### src/rtl/window_feeder.sv
// window_feeder: turns a raster-order pixel stream into KxK windows for a compute stage.
// Each complete window is handed over with a start pulse; the stream stalls until the
// compute stage answers with done, then the registered result is emitted with clear.
// Assumes MAX_KERNEL >= 2 and img_width <= IMG_W_MAX, img_height <= IMG_H_MAX.
module window_feeder #(
   parameter int unsigned MAX_KERNEL = 3,
   parameter int unsigned IMG_W_MAX  = 64,
   parameter int unsigned IMG_H_MAX  = 64
) (
   input  logic                                       clk,
   input  logic                                       n_rst,
   input  logic                                       frame_start,
   input  logic [$clog2(IMG_W_MAX+1)-1:0]             img_width,
   input  logic [$clog2(IMG_H_MAX+1)-1:0]             img_height,
   input  logic                                       in_valid,
   input  logic [7:0]                                 in_pixel,
   output logic                                       in_ready,
   output logic [MAX_KERNEL-1:0][MAX_KERNEL-1:0][7:0] window,
   output logic                                       start,
   input  logic                                       done,
   input  logic [7:0]                                 result,
   output logic                                       clear,
   output logic                                       out_valid,
   output logic [7:0]                                 out_pixel,
   output logic                                       frame_done
);

   localparam int unsigned K  = MAX_KERNEL;
   localparam int unsigned WW = $clog2(IMG_W_MAX + 1);
   localparam int unsigned HW = $clog2(IMG_H_MAX + 1);
   localparam int unsigned AW = (IMG_W_MAX > 1) ? $clog2(IMG_W_MAX) : 1;

   localparam logic [WW-1:0] COL_MIN = WW'(K - 1);
   localparam logic [HW-1:0] ROW_MIN = HW'(K - 1);
   localparam logic [WW-1:0] COL_ONE = WW'(1);
   localparam logic [HW-1:0] ROW_ONE = HW'(1);

   typedef enum logic [2:0] {
      StIdle,
      StAccept,
      StIssue,
      StWait,
      StClear,
      StFin
   } state_e;

   state_e                   state_q, state_d;
   logic [WW-1:0]            width_q, width_d;
   logic [HW-1:0]            height_q, height_d;
   logic [WW-1:0]            col_q, col_d;
   logic [HW-1:0]            row_q, row_d;
   logic                     last_q, last_d;
   logic [7:0]               out_pixel_q, out_pixel_d;
   logic [K-1:0][K-1:0][7:0] window_q, window_d;

   // lb_q[0] holds the oldest buffered row, lb_q[K-2] the row just above the input row.
   logic [7:0]               lb_q [K-1][IMG_W_MAX];

   logic [K-1:0][7:0]        col_new;
   logic [AW-1:0]            col_idx;
   logic                     accept;
   logic                     col_end;
   logic                     row_end;
   logic                     win_ready;

   assign col_idx   = col_q[AW-1:0];
   assign accept    = (state_q == StAccept) && in_valid;
   assign col_end   = (col_q == (width_q - COL_ONE));
   assign row_end   = (row_q == (height_q - ROW_ONE));
   // Both bounds must hold so only columns of the current row sit in the window.
   assign win_ready = (row_q >= ROW_MIN) && (col_q >= COL_MIN);

   // Incoming column: buffered pixels above this position, newest pixel at the bottom.
   always_comb begin
      col_new = '0;
      for (int r = 0; r < K - 1; r++) begin
         col_new[r] = lb_q[r][col_idx];
      end
      col_new[K-1] = in_pixel;
   end

   // Next-state, counter, window and result-register update.
   always_comb begin
      state_d     = state_q;
      width_d     = width_q;
      height_d    = height_q;
      col_d       = col_q;
      row_d       = row_q;
      last_d      = last_q;
      out_pixel_d = out_pixel_q;
      window_d    = window_q;

      unique case (state_q)
         StIdle: begin
            if (frame_start) begin
               width_d  = img_width;
               height_d = img_height;
               col_d    = '0;
               row_d    = '0;
               last_d   = 1'b0;
               if ((img_width == '0) || (img_height == '0)) begin
                  state_d = StFin;
               end else begin
                  state_d = StAccept;
               end
            end
         end
         StAccept: begin
            if (accept) begin
               for (int r = 0; r < K; r++) begin
                  for (int c = 0; c < K - 1; c++) begin
                     window_d[r][c] = window_q[r][c+1];
                  end
                  window_d[r][K-1] = col_new[r];
               end
               if (col_end) begin
                  col_d = '0;
                  row_d = row_q + ROW_ONE;
               end else begin
                  col_d = col_q + COL_ONE;
               end
               last_d = row_end && col_end;
               if (win_ready) begin
                  state_d = StIssue;
               end else if (row_end && col_end) begin
                  state_d = StFin;
               end
            end
         end
         StIssue: begin
            state_d = StWait;
         end
         StWait: begin
            if (done) begin
               out_pixel_d = result;
               state_d     = StClear;
            end
         end
         StClear: begin
            state_d = last_q ? StFin : StAccept;
         end
         StFin: begin
            state_d = StIdle;
         end
         default: begin
            state_d = StIdle;
         end
      endcase
   end

   // Output decode: every handshake/pulse is a pure function of the current state.
   always_comb begin
      in_ready   = (state_q == StAccept);
      start      = (state_q == StIssue);
      clear      = (state_q == StClear);
      out_valid  = (state_q == StClear);
      frame_done = (state_q == StFin);
      window     = window_q;
      out_pixel  = out_pixel_q;
   end

   // Control and datapath registers.
   always_ff @(posedge clk or negedge n_rst) begin
      if (!n_rst) begin
         state_q     <= StIdle;
         width_q     <= '0;
         height_q    <= '0;
         col_q       <= '0;
         row_q       <= '0;
         last_q      <= 1'b0;
         out_pixel_q <= '0;
         window_q    <= '0;
      end else begin
         state_q     <= state_d;
         width_q     <= width_d;
         height_q    <= height_d;
         col_q       <= col_d;
         row_q       <= row_d;
         last_q      <= last_d;
         out_pixel_q <= out_pixel_d;
         window_q    <= window_d;
      end
   end

   // Line buffers shift up by one row at the accepted column; contents need no reset.
   always_ff @(posedge clk) begin
      if (accept) begin
         for (int i = 0; i < K - 1; i++) begin
            lb_q[i][col_idx] <= col_new[i+1];
         end
      end
   end

endmodule

### config.mk
export PLATFORM = sky130hd
export DESIGN_NAME = window_feeder
export DESIGN_NICKNAME = d
export VERILOG_FILES = /design/src/rtl/window_feeder.sv
export SDC_FILE = /design/constraint.sdc
export NUM_CORES = 1
export LEC_CHECK = 0
export CAP_MARGIN = 20
export CORE_ASPECT_RATIO = 0.5
export CORE_MARGIN = 2
export CORE_UTILIZATION = 45
export DETAILED_ROUTE_END_ITERATION = 8
export PLACE_DENSITY = 0.7
export SLEW_MARGIN = 10
export SYNTH_ARGS = -nofsm -noshare
export SYNTH_HDL_FRONTEND = slang
export SYNTH_SLANG_ARGS = --single-unit
export TNS_END_PERCENT = 100
### constraint.sdc
create_clock -name clk -period 3.5 [get_ports clk]
set_input_delay 0.525 -clock clk [delete_from_list [all_inputs] [get_ports clk]]
set_output_delay 0.525 -clock clk [all_outputs]
set_load 0.05 [all_outputs]
==> results.py <==
metrics = {
    "sta": {
        "fin_ws_ns": -0.0644,
        "clock_skew_ns": 0.0294,
        "max_freq_mhz": 281,
        "finalCritPeriodShare": 1.02,
        "drv_slew": 0,
        "grt_setup_unrepaired": "false",
        "setup-violations-final": 112,
        "tightest_slew_ns": 1.11,
        "slew_headroom": 0.260,
        "min_period_ns": 3.56,
        "final-hold-violation-count": 0,
    },
    "setup_path": {
        "cp_max_fo": 32,
        "end_kind": "flop",
        "worstPathArrival_ns": 4.00,
        "path_class": "flop to flop",
        "ff2ff_setup_slack_ns": -0.06,
        "cp.required_ns": 3.94,
        "cp-start-kind": "flop",
    },
    "status": {
        "status": "finished, violations left",
        "violations": "negative setup slack",
    },
    "grt": {
        "antenna_found_initial": 2,
        "grt_pass1_wl_um": 194000,
        "grt_pass1_vias": 26400,
        "grt_max_degree": 59,
        "grtUsageTotal": 0.266,
        "grt_overflow": 0,
    },
    "cts": {
        "cts_root_buf": "clkbuf_16",
        "cts_tree": "yes",
        "insertion_delay_ns": 0.71,
        "cts_buffer_depth": 3,
        "clkSinkCount": 1136,
        "cts-htree-levels": 3,
        "cts.clk_slew.worst_paths_ns": 0.07,
        "cts_made_buffers": 101,
    },
    "routing": {
        "ant_nets": 0,
        "vias": 27900,
        "drt_iter0_drc": 4297,
        "dr.pass1.iters": 6,
        "wl_per_cell_um": 31.1,
        "via_per_inst": 6.34,
        "totalWireLength_um": 137000,
        "drcViolationCount": 0,
    },
    "placed_design": {
        "dpl.hpwl_um": 87700,
        "io_buffers": 119,
        "gp_congestion": 0.981,
        "dp.cells": 4199,
    },
    "layout": {
        "n_fill_cell": 7648,
        "syn_to_final_growth_pct": 18.4,
        "num-nets-final": 3017,
        "fin_cells": 4394,
        "final_util": 0.540,
        "drive_gt1_frac": 0.224,
    },
    "yosys": {
        "synth.distinct_cells": 73,
        "ys_seq_area_frac": 0.751,
        "synthArstFlopShare": 0.0986,
        "synth_area_um2": 44700,
        "postSynthAreaPerCell_um2": 16.9,
        "ys_seq_elements": 1136,
        "ys_warn_count": 0,
        "synthFlopType": "edfxtp_1",
        "synth_edf_count": 1024,
        "synth_nets": 2679,
        "synthCells": 2638,
    },
    "floorplanning": {
        "core_area_um2": 98100,
        "die_height_um": 227,
        "die_area_um2": 102000,
        "rows": 81,
        "die_w_um": 450,
        "io_pins": 120,
        "start_util": 0.456,
    },
    "flow_run": {
        "maxCapViolCount": 0,
    },
    "power_and_ir_drop": {
        "worst_ir_drop_vdd_v": 0.000921,
        "cellPowerDensity_nw_per_um2": 950,
        "p_leak_nw": 18.0,
        "power_mw": 50.3,
    },
    "worst_hold_path": {
        "hold_path_class": "input pin to flop",
    },
}
==> where the power goes <==
group / internal (mW) / total, mW / switching, mW
registers: 18.3 / 19.2 / 0.919
logic: 6.76 / 20.0 / 13.2
clock network: 6.18 / 11.1 / 4.94
total: 31.2 / 50.3 / 19.1
==> critical path: stages (launching register included) <==
cell and delay (ns):
dfrtp_4 0.71, buf_4 0.24, nor2b_4 0.15, a221oi_1 0.59, o22ai_1 0.18, buf_4 0.18, a22oi_1 0.20, o2111a_1 0.49
nand3_2 0.24, buf_12 0.23
==> cell usage after synthesis (8+ instances only) <==
master / n / share of area
xor2_1: 8 / 0.0016
a32o_1: 9 / 0.0020
o21ai_0: 51 / 0.0057
nor2_1: 130 / 0.011
mux4_2: 93 / 0.047
and3_1: 15 / 0.0021
a221o_1: 24 / 0.0054
nand3_1: 30 / 0.0034
nand2b_1: 11 / 0.0015
nand4_1: 11 / 0.0015
edfxtp_1: 1024 / 0.69
dfrtp_1: 112 / 0.063
nor2b_1: 10 / 0.0014
a22oi_1: 63 / 0.011
o2bb2ai_1: 9 / 0.0018
inv_1: 14 / 0.0012
buf_2: 69 / 0.0077
clkbuf_1: 78 / 0.0066
a31oi_1: 22 / 0.0031
nor3_1: 19 / 0.0021
or4_1: 8 / 0.0013
o22ai_1: 48 / 0.0067
a21oi_1: 58 / 0.0065
buf_4: 18 / 0.0030
a211oi_1: 9 / 0.0015
o211ai_1: 8 / 0.0013
a22o_1: 24 / 0.0047
buf_1: 9 / 0.00076
nand2_1: 251 / 0.021
a221oi_1: 108 / 0.021
mux2i_1: 71 / 0.016
mux2_2: 109 / 0.027
==> registers in the layout (all words and copies together), names as in the netlist <==
name / count
window: 72
col_q: 7
height_q: 7
state_q: 3
out_pixel: 8
last_q: 1
lb_q: 1024
width_q: 7
row_q: 7
==> cells in the final DEF (no fill, tap or decap), types with 11 or more instances in the layout <==
master and count:
a21oi_1 58, a221o_1 24, a221oi_1 108, a22o_1 24, a22oi_1 63, a31oi_1 22, and3_1 15, buf_12 55
buf_4 236, clkbuf_1 24, clkbuf_16 105, clkdlybuf4s50_1 110, clkinv_1 19, clkinv_2 19, dfrtp_1 109, edfxtp_1 1024
inv_1 12, mux2_2 107, mux2i_1 71, mux4_2 93, nand2_1 247, nand3_1 29, nand4_1 11, nor2_1 127
nor3_1 18, o21ai_0 51, o22ai_1 48
==> area by class of cell <==
class / instances / area [um2] / share of cell area
Antenna cell: 3 / 7.51 / 0.000142
Clock buffer: 138 / 2820 / 0.0533
Clock inverter: 52 / 452 / 0.00853
Inverter: 16 / 60.1 / 0.00113
Multi-Input combinational cell: 1308 / 10300 / 0.195
Sequential cell: 1136 / 33600 / 0.634
Tap cell: 1328 / 1660 / 0.0314
Timing Repair Buffer: 413 / 4060 / 0.0767
==> repair_timing <==
action / 4_1_cts / 5_1_grt
hold endpoints to repair: 42 / 0
hold buffers: 1 / 0
setup buffers: 1 / 0
resized for setup: 1 / 2
endpoints found under the setup margin: 64 / 42
==> through the flow <==
stage	hold slack [ns]	cell area (um2)	setup WS [ns]	setup TNS (ns)
after CTS	0.323	52900	0.109	0
after floorplan	0.229	44800	0.000827	0
after global placement	0.459	49600	0.0111	0
after detailed placement	0.464	49600	-0.00882	-0.331
after global routing	0.341	52900	0.0279	0
final	0.336	52900	-0.0644	-3.62
==> path summary, 6_finish.rpt <==
check	from	end	cells after the start
max	col_q[2]	lb_q[0][260]	9
min	in_pixel[3]	lb_q[0][923]	1
max reg2reg	col_q[2]	lb_q[0][260]	9
min reg2reg	window[54]	window[54]	2
max in group asynchronous	n_rst	col_q[0]	3
min in group asynchronous	n_rst	window[49]	2
==> cell families (layout without fill, tap and decap cells) <==
kind of cell               after synthesis  after routing  share of synthesized area
xor gates and xnor gates                15             15                    0.00294
adders and majority gates                6              6                    0.00168
and+or+nand+nor                        529            529                     0.0532
muxes                                  273            273                     0.0902
buffers and inverters                  194            619                     0.0204
AOI/OAI and AO/OA                      485            485                     0.0808
other                                    0              3                          0
DFF                                   1136           1136                      0.751
==> layer usage <==
layer	up-vias	track usage	part of all wire	wire length, um
met5	-	0	0.00018	25
met4	4	0.109	0.044	6070
met3	342	0.0997	0.15	20700
met2	2064	0.383	0.43	58700
met1	14200	0.365	0.37	51200
li1	11300	-	-	-
Power figures use the tool's default switching activity.
